$ cat config.mk
export PLATFORM = sky130hd
export DESIGN_NAME = tick_watchdog_flat
export DESIGN_NICKNAME = d
export VERILOG_FILES = /design/src/rtl/tick_watchdog_if.sv /design/src/rtl/tick_watchdog.sv /design/src/flat_wrapper.sv
export SDC_FILE = /design/constraint.sdc
export NUM_CORES = 1
export LEC_CHECK = 0
export CAP_MARGIN = 20
export CORE_MARGIN = 2
export CORE_UTILIZATION = 58
export DETAILED_ROUTE_END_ITERATION = 10
export PLACE_DENSITY = 0.86
export SETUP_SLACK_MARGIN = 0.5
export SYNTH_ARGS = -nofsm -noshare
export SYNTH_HDL_FRONTEND = slang
export SYNTH_SLANG_ARGS = --single-unit
$ cat constraint.sdc
create_clock -name clk -period 7 [get_ports clk]
set_input_delay 1.4 -clock clk [delete_from_list [all_inputs] [get_ports clk]]
set_output_delay 1.4 -clock clk [all_outputs]
set_load 0.01 [all_outputs]
$ cat src/rtl/tick_watchdog_if.sv
// tick_watchdog_if
//   Bundles the control inputs and status outputs of the tick watchdog.
//   clk and reset are not part of the bundle; they stay plain module ports.
//
//   master modport (software/prescaler side):
//     drives  tick, enable, kick, clear_expired, warn_ticks, timeout_ticks
//     reads   tick_count, warn, expired, bite, state
//   slave modport (the watchdog itself):
//     the same signals with the directions reversed
interface tick_watchdog_if #(
    parameter int CNT_W = 16
);
    logic             tick;
    logic             enable;
    logic             kick;
    logic             clear_expired;
    logic [CNT_W-1:0] warn_ticks;
    logic [CNT_W-1:0] timeout_ticks;
    logic [CNT_W-1:0] tick_count;
    logic             warn;
    logic             expired;
    logic             bite;
    logic [1:0]       state;

    modport master (
        output tick, enable, kick, clear_expired, warn_ticks, timeout_ticks,
        input  tick_count, warn, expired, bite, state
    );

    modport slave (
        input  tick, enable, kick, clear_expired, warn_ticks, timeout_ticks,
        output tick_count, warn, expired, bite, state
    );
endinterface

$ cat src/rtl/tick_watchdog.sv
// tick_watchdog
//   Counts rising edges of the prescaler terminal-count pulse and runs a
//   watchdog through IDLE -> ARMED -> WARN -> EXPIRED. Software can kick
//   (restart the count), disarm (enable low) and clear an expiry.
//
//   Ports:
//     clk    system clock, all logic on the rising edge
//     reset  synchronous, active-high reset
//     wd     tick_watchdog_if.slave
//              inputs : tick, enable, kick, clear_expired,
//                       warn_ticks, timeout_ticks
//              outputs: tick_count, warn, expired, bite, state
//                       (all registered)
module tick_watchdog #(
    parameter int CNT_W = 16
) (
    input  logic           clk,
    input  logic           reset,
    tick_watchdog_if.slave wd
);

    typedef enum logic [1:0] {
        ST_IDLE    = 2'b00,
        ST_ARMED   = 2'b01,
        ST_WARN    = 2'b10,
        ST_EXPIRED = 2'b11
    } state_e;

    state_e           state_q,       state_d;
    logic [CNT_W-1:0] count_q,       count_d;
    logic [CNT_W-1:0] warn_lat_q,    warn_lat_d;
    logic [CNT_W-1:0] timeout_lat_q, timeout_lat_d;
    logic             tick_q,        tick_d;
    logic             warn_q,        warn_d;
    logic             expired_q,     expired_d;
    logic             bite_q,        bite_d;

    logic             tick_event;
    logic [CNT_W-1:0] count_inc;
    logic             warn_phase_en;

    // A tick held high for several cycles must count only once, so only
    // the low-to-high transition is an event.
    assign tick_event = wd.tick & ~tick_q;
    assign count_inc  = count_q + 1'b1;

    // The WARN phase only exists when the latched warn point lies strictly
    // between zero and the timeout; otherwise ARMED goes straight to EXPIRED.
    assign warn_phase_en = (warn_lat_q != '0) && (warn_lat_q < timeout_lat_q);

    always_comb begin
        // NOTE: every signal written here gets a default first, so no path
        // leaves one unassigned and no latch is inferred.
        state_d       = state_q;
        count_d       = count_q;
        warn_lat_d    = warn_lat_q;
        timeout_lat_d = timeout_lat_q;
        tick_d        = wd.tick;

        unique case (state_q)
            ST_IDLE: begin
                count_d = '0;
                // Arming with a zero timeout is refused; thresholds are
                // captured only on the arming edge.
                if (wd.enable && (wd.timeout_ticks != '0)) begin
                    state_d       = ST_ARMED;
                    warn_lat_d    = wd.warn_ticks;
                    timeout_lat_d = wd.timeout_ticks;
                end
            end

            ST_ARMED, ST_WARN: begin
                // Priority: disarm > kick > tick event. A kick in the same
                // cycle as an event drops the event.
                if (!wd.enable) begin
                    state_d = ST_IDLE;
                    count_d = '0;
                end else if (wd.kick) begin
                    state_d = ST_ARMED;
                    count_d = '0;
                end else if (tick_event) begin
                    count_d = count_inc;
                    if (count_inc == timeout_lat_q) begin
                        state_d = ST_EXPIRED;
                    end else if ((state_q == ST_ARMED) && warn_phase_en &&
                                 (count_inc == warn_lat_q)) begin
                        state_d = ST_WARN;
                    end
                end
            end

            ST_EXPIRED: begin
                // Count stays frozen at the timeout; only clear leaves here.
                if (wd.clear_expired) begin
                    state_d = ST_IDLE;
                    count_d = '0;
                end
            end

            default: begin
                state_d = ST_IDLE;
                count_d = '0;
            end
        endcase

        // Status flags are registered copies of the next state, so they line
        // up with the state output. bite marks only the entry into EXPIRED.
        warn_d    = (state_d == ST_WARN);
        expired_d = (state_d == ST_EXPIRED);
        bite_d    = (state_d == ST_EXPIRED) && (state_q != ST_EXPIRED);
    end

    // NOTE: sequential state uses non-blocking assignments only, so every
    // flop samples the pre-edge values regardless of statement order.
    always_ff @(posedge clk) begin
        if (reset) begin
            state_q       <= ST_IDLE;
            count_q       <= '0;
            warn_lat_q    <= '0;
            timeout_lat_q <= '0;
            tick_q        <= 1'b0;
            warn_q        <= 1'b0;
            expired_q     <= 1'b0;
            bite_q        <= 1'b0;
        end else begin
            state_q       <= state_d;
            count_q       <= count_d;
            warn_lat_q    <= warn_lat_d;
            timeout_lat_q <= timeout_lat_d;
            tick_q        <= tick_d;
            warn_q        <= warn_d;
            expired_q     <= expired_d;
            bite_q        <= bite_d;
        end
    end

    assign wd.tick_count = count_q;
    assign wd.warn       = warn_q;
    assign wd.expired    = expired_q;
    assign wd.bite       = bite_q;
    assign wd.state      = state_q;

endmodule
$ cat src/flat_wrapper.sv
// flat-port wrapper written by rule: the top's interface ports become plain ports
module tick_watchdog_flat 
#(
    parameter int CNT_W = 16
)
  (clk, reset, wd_tick, wd_enable, wd_kick, wd_clear_expired, wd_warn_ticks, wd_timeout_ticks, wd_tick_count, wd_warn, wd_expired, wd_bite, wd_state);
  tick_watchdog_if #(.CNT_W(CNT_W)) wd_i ();
  input  logic clk;
  input  logic reset;
  input wire logic [$bits(wd_i.tick)-1:0] wd_tick;
  input wire logic [$bits(wd_i.enable)-1:0] wd_enable;
  input wire logic [$bits(wd_i.kick)-1:0] wd_kick;
  input wire logic [$bits(wd_i.clear_expired)-1:0] wd_clear_expired;
  input wire logic [$bits(wd_i.warn_ticks)-1:0] wd_warn_ticks;
  input wire logic [$bits(wd_i.timeout_ticks)-1:0] wd_timeout_ticks;
  output wire logic [$bits(wd_i.tick_count)-1:0] wd_tick_count;
  output wire logic [$bits(wd_i.warn)-1:0] wd_warn;
  output wire logic [$bits(wd_i.expired)-1:0] wd_expired;
  output wire logic [$bits(wd_i.bite)-1:0] wd_bite;
  output wire logic [$bits(wd_i.state)-1:0] wd_state;
  assign wd_i.tick = wd_tick;
  assign wd_i.enable = wd_enable;
  assign wd_i.kick = wd_kick;
  assign wd_i.clear_expired = wd_clear_expired;
  assign wd_i.warn_ticks = wd_warn_ticks;
  assign wd_i.timeout_ticks = wd_timeout_ticks;
  assign wd_tick_count = wd_i.tick_count;
  assign wd_warn = wd_i.warn;
  assign wd_expired = wd_i.expired;
  assign wd_bite = wd_i.bite;
  assign wd_state = wd_i.state;
  tick_watchdog #(.CNT_W(CNT_W)) u_core (.clk(clk), .reset(reset), .wd(wd_i));
endmodule
Yosys cells after proc, flatten, opt, wreduce, memory -nomap -nowiden
Index checks and enable logic that the tools add are counted.
{"block": "word_totals", "input_bits": 38, "word_cells": 46, "out_inout_bits": 21, "register_bits": 54}
{"block": "op_classes", "n_eq_ne": 10, "n_addsub": 1, "n_bitwise": 2, "order_cmp": 1, "reduce_logical": 11, "n_mux": 13}
{"operator": "$mux 16", "n": 4}
{"operator": "$pmux 16 s3", "n": 1}
{"operator": "$eq 16x16->1", "n": 2}
{"operator": "$reduce_bool 16->1", "n": 2}
{"operator": "$add 16x1->16 const B", "n": 1}
{"operator": "$lt 16x16->1", "n": 1}
{"operator": "$mux 2", "n": 7}
{"operator": "$eq 2x2->1 const B", "n": 4}
{"operator": "$pmux 2 s3", "n": 1}
{"operator": "$logic_and 1x1->1", "n": 5}
{"operator": "$ne 2x2->1 const B", "n": 2}
{"operator": "$ne 4x3->1 const B", "n": 1}
{"operator": "$reduce_and 2->1", "n": 2}
{"operator": "$eq 2x1->1 const B", "n": 1}
{"operator": "$logic_not 2->1", "n": 1}
{"operator": "$reduce_or 2->1", "n": 1}
{"operator": "$and 1x1->1", "n": 1}
{"operator": "$not 1->1", "n": 1}

Logic depth before layout (Yosys ltp)
{"block": "logic_depth", "word_depth": 12, "ltp_mapped": 10, "ltp_nobuf": 10}

Worst setup path before layout
OpenSTA, ideal clock, no wires.
{"block": "synth_path", "kind": "in2reg", "start": "input port wd_tick", "end": "register u_core.warn_q (netlist: u_core.wd.warn)", "n_path_buf": 0, "arrival_ps": 2865, "setup_slack_ps": 4078, "setup_ps": 57, "required_ps": 6943, "stages": 8, "path_cell_list": "nand4bb_1 > a2111oi_0 > o221ai_1 > nor4_1 > and4_1 > a31o_2 > a31o_4 > and2_2"}
{"block": "synth_between", "elab_chain_len": 6}
{"item": "start, declared", "line_no": "flat_wrapper.sv:10", "rtl": "input wire logic [$bits(wd_i.tick)-1:0] wd_tick;"}
{"item": "$and 1x1->1", "line_no": "tick_watchdog.sv:44", "rtl": "assign tick_event = wd.tick & ~tick_q;"}
{"item": "$mux 2", "line_no": "tick_watchdog.sv:81", "rtl": "end else if (tick_event) begin"}
{"item": "$mux 2", "line_no": "tick_watchdog.sv:78", "rtl": "end else if (wd.kick) begin"}
{"item": "$mux 2", "line_no": "tick_watchdog.sv:75", "rtl": "if (!wd.enable) begin"}
{"item": "$pmux 2 s3", "line_no": "tick_watchdog.sv:60", "rtl": "unique case (state_q)"}
{"item": "$eq 2x2->1", "line_no": "tick_watchdog.sv:108", "rtl": "warn_d = (state_d == ST_WARN);"}
{"item": "end signal, assigned", "line_no": "tick_watchdog.sv:131", "rtl": "warn_q <= warn_d;"}
{"item": "end, declared", "line_no": "tick_watchdog.sv:34", "rtl": "logic warn_q, warn_d;"}
No other way between the ends.
A chain may end at the register's enable or synchronous reset.

Worst setup path in the final report
Ends and elaborated chain as after synthesis.

==> flow_metrics.env <==
export IMPL_outcome="finished clean"
export IMPL_fin_worst_skew_ps=6.84
export IMPL_wl_per_cell_um=18.2
export IMPL_final_hold_violation_count=0
export IMPL_antenna_cells=0
export IMPL_crit_arrival_ps=3680
export IMPL_setup_viol=0
export IMPL_yosysWarnings=0
export IMPL_pwr_share_comb_pct=20.4
export IMPL_clkSinkCount=54
export IMPL_grt_max_degree=53
export IMPL_vias=3353
export IMPL_dieArea_um2=6920
export IMPL_p_per_area_nw_per_um2=174
export IMPL_multiInputGateArea_um2=2370
export IMPL_switching_share_pct=26.9
export IMPL_critPathRequiredTime_ps=7210
export IMPL_p_int_w=0.000555
export IMPL_ant_nets=0
export IMPL_hold_class="reg -> reg"
export IMPL_insertion_delay_ps=310
export IMPL_layout_nets=523
export IMPL_portBuffers=58
export IMPL_ctsHoldBuffers=0
export IMPL_drc_errors=0
export IMPL_via_per_inst=6.20
export IMPL_cts_buffer_depth=2
export IMPL_antenna_found_initial=0
export IMPL_slowest_stage="clkdlybuf4s50_1"
export IMPL_power_switching_w=0.000204
export IMPL_area_delta_synth_final_pct=20.2
export IMPL_post_cts_buffers=0
export IMPL_grt_usage_pct=28.6
export IMPL_avgSynthCellArea_um2=8.64
export IMPL_fillers=464
export IMPL_globalplace_congestion=1.01
export IMPL_core_area_um2=5990
export IMPL_yosysSeqAreaShare_pct=29.7
export IMPL_initial_core_util_pct=60.7
export IMPL_syn_nets=479
export IMPL_timing_final_crit_period_ps=3470
export IMPL_synth_ff_type="dfxtp_1"
export IMPL_syn_area_um2=3640
export IMPL_wl_um=9840
export IMPL_cts_resized=0
export IMPL_rows=28
export IMPL_crit_path_cell_trace="clkdlybuf4s50_1 > nor2b_1 > nand3_1 > nor3_1 > o2111ai_1 > nor4_1 > nand2_1 > a31o_4 > and2_2"
export IMPL_slew_headroom_pct=54.2
export IMPL_boundaryPins=59
export IMPL_crit_path_end_kind="flip-flop"
export IMPL_fin_tns_setup_ps=0
export IMPL_ir_drop_mv=0.144
export IMPL_grt_pass1_wl_um=16000
export IMPL_drv_slew=0
export IMPL_setup_ws_ps=3530
export IMPL_worst_pin_slew_ps=684
export IMPL_drtPass1Iterations=4
export IMPL_maxCapViolations=0
export IMPL_cts_buffers=5
export IMPL_slowest_delay_ps=530
export IMPL_cts_tree="yes"
export IMPL_crit_fanout=4
export IMPL_synthArstFlopShare_pct=0
export IMPL_root_buffer="clkbuf_8"
export IMPL_die_w_um=83.2
export IMPL_synth_edf_count=0
export IMPL_die_y_um=83.2
export IMPL_fin_crit_sh_pct=49.6
export IMPL_p_leak_nw=1.79
export IMPL_grt_pass1_vias=3198
export IMPL_hpwl_um=7320
export IMPL_fmax_ghz=0.288
export IMPL_worst_setup_path_type="in -> reg"
export IMPL_clk_pin_slew_worst_paths_ps=100
export IMPL_register_area_um2=1080
export IMPL_h_tree_depth=2
export IMPL_p_clk_share_pct=34.1
export IMPL_seq_power_share_pct=45.5
export IMPL_drtIter0Drc=308
export IMPL_grt_overflow=0
export IMPL_r2r_slack_ps=3950
export IMPL_drive_gt1_share_pct=6.65
export IMPL_worstSetupStartpointType="input port"
export IMPL_post_place_ws_ps=3270
export IMPL_synth_cells=421
export IMPL_synth_cell_types=61
export IMPL_synth_seq_cells=54
export IMPL_rsz0062_at_grt="false"
through the flow:
step	std cells	utilization [%]	instance area, um^2	power (W)	hold WS (ps)
finish	541	73.0	4370	0.000760	503
detailed placement	533	70.6	4230	0.000505	486
floorplan	421	-	3640	0.000450	463
CTS	541	73.0	4370	0.000758	510
global placement	533	70.6	4230	0.000499	478
global route	541	73.0	4370	0.000791	553
registers in the layout, indices dropped and copies added, names as in the netlist:
register and cells:
u_core.wd.tick_count 16, u_core.wd.warn 1, u_core.wd.state 2, u_core.timeout_lat_q 16, u_core.wd.expired 1, u_core.tick_q 1, u_core.wd.bite 1, u_core.warn_lat_q 16
worst paths after layout:
path	cells past startpoint	start	end
worst min-delay path	2	u_core.timeout_lat_q[3]	u_core.timeout_lat_q[3]
worst max register to register	9	u_core.wd.tick_count[0]	u_core.wd.warn
worst min register to register	2	u_core.timeout_lat_q[3]	u_core.timeout_lat_q[3]
worst max-delay path	9	wd_tick	u_core.wd.warn
area by class of cell:
type,count,share of cell area (%)
Sequential cell,54,24.7
Timing Repair Buffer,61,13.8
Tap cell,75,2.15
Inverter,23,1.97
Clock buffer,6,1.89
Clock inverter,2,1.37
Multi-Input combinational cell,320,54.1
per-layer routing:
metal	GRT usage, %	wire, um
met5	0	0
met4	9.69	216
met3	3.68	588
met2	48.7	4800
met1	37.3	4240
cells in the mapped netlist (3+ instances only):
| library cell | n | area [um^2] |
|---|---|---|
| a211oi_1 | 3 | 22.5 |
| nor2_1 | 60 | 225 |
| nor2b_1 | 5 | 31.3 |
| ha_1 | 20 | 250 |
| buf_2 | 8 | 40.0 |
| buf_1 | 3 | 11.3 |
| o211ai_1 | 3 | 22.5 |
| xnor3_1 | 3 | 67.6 |
| nor4_4 | 3 | 63.8 |
| inv_1 | 23 | 86.3 |
| mux2i_1 | 32 | 320 |
| nand4_1 | 8 | 50.1 |
| or3_1 | 5 | 31.3 |
| a41oi_1 | 3 | 26.3 |
| o21ai_0 | 21 | 105 |
| dfxtp_1 | 54 | 1080 |
| o2111ai_1 | 3 | 26.3 |
| nand3_1 | 8 | 40.0 |
| nand3b_1 | 8 | 60.1 |
| nand2_1 | 14 | 52.6 |
| nor3_1 | 3 | 15.0 |
| and4_1 | 3 | 26.3 |
| a21oi_1 | 23 | 115 |
| nor4_1 | 11 | 68.8 |
| clkbuf_1 | 12 | 45.0 |
| xor2_1 | 14 | 123 |
| xnor2_1 | 22 | 193 |
| nand2b_1 | 4 | 25.0 |
| and3_1 | 4 | 25.0 |
logic make-up (layout without fill, tap and decap cells):
logic type               Yosys count  after routing  share of synthesized area [%]
AO/OA/AOI/OAI                     75             75                           13.4
XOR/XNOR                          40             40                           11.2
adder cells (fa/ha/maj)           20             20                           6.88
buffers and inverters             47             92                           5.23
flip-flops                        54             54                           29.7
multiplexers                      32             32                           8.80
AND/OR/NAND/NOR                  153            153                           24.8
critical path, delay by kind of cell:
| family | cells | cell delay, ps |
|---|---|---|
| AOI/OAI and AO/OA | 2 | 410 |
| buffers and inverters | 1 | 530 |
| and+or+nand+nor | 6 | 1340 |
layout by cell type (no fill, tap or decap), drive strengths merged, types with 2 or more instances in the layout:
cell type / netlist / routed
nor2: 61 / 61
clkdlybuf4s50: 0 / 58
dfxtp: 54 / 54
mux2i: 32 / 32
inv: 23 / 23
a21oi: 23 / 23
o21ai: 23 / 23
xnor2: 22 / 22
ha: 20 / 20
nor4: 16 / 16
nand2: 14 / 14
xor2: 14 / 14
nand3: 10 / 10
nand4: 10 / 10
nand3b: 8 / 8
clkbuf: 12 / 6
or3: 5 / 5
nor2b: 5 / 5
nand2b: 4 / 4
and3: 4 / 4
and4: 4 / 4
xnor3: 4 / 4
a41oi: 3 / 3
o2111ai: 3 / 3
a211oi: 3 / 3
o211ai: 3 / 3
nor3: 3 / 3
buf: 12 / 3
and2: 3 / 3
a2111oi: 2 / 2
o311ai: 2 / 2
o221ai: 2 / 2
bufinv: 0 / 2
or4: 2 / 2
a31o: 2 / 2
power groups by stage:
stage	registers (W)	logic [W]	clock network, W
after global placement	0.000351	0.000148	0
after CTS	0.000344	0.000154	0.000259
after floorplan	0.000343	0.000107	0
after global routing	0.000347	0.000170	0.000273
final	0.000346	0.000155	0.000259
after detailed placement	0.000352	0.000153	0
Power figures use the tool's default switching activity.
==> RTL edit (same flow settings) <==
`CNT_W` is set to 16 in 3 places; all go to 32.
--- a/src/rtl/tick_watchdog_if.sv
+++ b/src/rtl/tick_watchdog_if.sv
@@ -10,3 +10,3 @@
 interface tick_watchdog_if #(
-    parameter int CNT_W = 16
+    parameter int CNT_W = 32
 );
--- a/src/rtl/tick_watchdog.sv
+++ b/src/rtl/tick_watchdog.sv
@@ -14,3 +14,3 @@
 module tick_watchdog #(
-    parameter int CNT_W = 16
+    parameter int CNT_W = 32
 ) (
--- a/src/flat_wrapper.sv
+++ b/src/flat_wrapper.sv
@@ -3,3 +3,3 @@
 #(
-    parameter int CNT_W = 16
+    parameter int CNT_W = 32
 )
Ports: changed (resized wd_tick_count, wd_timeout_ticks and wd_warn_ticks); port bits go from 59 to 107. The function was not compared with the original's and may differ.
==> RTL edit against the unedited design <==
- global-route usage up 12 points
- register-to-register slack worse by 1.2 ns
- final area is 100% higher
- die area is 99% higher
- setup slack worse by 0.81 ns
- area after synthesis rose by 100%
- power is 120% higher
- wire length increased to 2.8 times the old value
- clock power grew 91%
- sequential power increased by 110%
- sequential cell count is 48 higher
- non-clock buffer count rose by 54
- clock skew increased by 0.00067 ns
- critical path type is now flop to flop
==> RTL edit: results (changes against the unedited design) <==
* Placement Cell Area at 8420 um2 (+99%)
* Syn nets at 1112 (+130%)
* Initial DRT Pass Iterations at 7 (+3)
* Post-DR vias/cell at 6.70 (+8.1%)
* Critical Path Source: u_core.wd.tick_count[0]
* CP Max Fanout at 14 (+10)
* Clock network area share at 3.20% (-0.059 points)
* Power Internal at 1080 uW (+94%)
* Fraction of area in multi-input gates at 55.4% (+1.3 points)
* Post-synth cell types at 82 (+34%)
* Biggest cell delay along the critical path at 0.94 ns (+0.41 ns)
* Fill count at 1062 (+130%)
* Sequential share of the synthesized area at 27.4% (-2.3 points)
* Comb_multi_in at 781 (+140%)
* Vias in the first global route at 7593 (+140%)
* Met3 routed wirelength at 3190 um (+440%)
* Tightest Pin Transition at 1.09 ns (+0.403 ns)
* Seq/total area at 23.3% (-1.4 points)
* WL/cell at 22.4 um (+23%)
* Met3 Use GR at 8.96% (+5.3 points)
* Initial DRC count at 1140 (+270%)
* Clk network pwr share at 29.4% (-4.7 points)
* Met1 Usage GRT at 55.7% (+18 points)
* HP Start: u_core.timeout_lat_q[17]
* Combinational Power Share at 28.4% (+8.0 points)
* Arrival time of the worst setup path at 4.60 ns (+0.92 ns)
* First-pass GRT wire length at 42100 um (+160%)
* Post-Place Worst Slack at 2.52 ns (-0.755 ns)
* Clk root buf: clkbuf_16
* M2 GR Usage at 59.5% (+11 points)
* Placed insts at 1221 (+130%)
* PortBufs at 106 (+83%)
* Clock skew at 0.00751 ns (+0.000666 ns)
* NonClk Buf Share at 13.3% (-0.45 points)
* Synth top cells by count: nand2_1 (166), a21oi_1 (125), dfxtp_1 (102)
* DP HPWL at 20400 um (+180%)
* Non-CTS inverters at 53 (+130%)
* Num CTS Buffers at 9 (+4)
* Worst-path clk slew at 0.07 ns (-0.03 ns)
* H-Tree Depth at 3 (+1)
* Slowest CP cell: nor3_1
* Reg area at 2040 um2 (+89%)
* Status: completed
* Leak Pwr at 0.00301 uW (+68%)
* VDD IR-drop max at 0.191 mV (+33%)
[RTL edit: cell types whose count changed in the layout (fill, tap and decap cells not counted), sizes merged, moves of 25 or more]
| cell | delta |
|---|---|
| clkdlybuf4s50 | +47 |
| nor4 | +25 |
| a21oi | +102 |
| dfxtp | +48 |
| nand2 | +152 |
| nand4 | +30 |
| mux2i | -32 |
| inv | +33 |
[RTL edit: cell families (layout without fill, tap and decap cells)]
group	count (synthesis)	after routing	synth area share [%]
and+or+nand+nor	435	435	30.5
AOI/OAI and AO/OA	248	248	20.5
buffers and inverters	123	183	7.60
DFF	102	102	27.4
xor gates and xnor gates	61	61	7.77
adders and majority gates	36	36	6.05
muxes	1	1	0.151
[RTL edit: worst paths after layout]
kind	slack [ns]	cells after the start	end
worst max register to register	2.72	10	u_core.wd.warn
worst max-delay path	2.72	10	u_core.wd.warn
worst min-delay path	0.46	2	u_core.timeout_lat_q[17]
worst min register to register	0.46	2	u_core.timeout_lat_q[17]
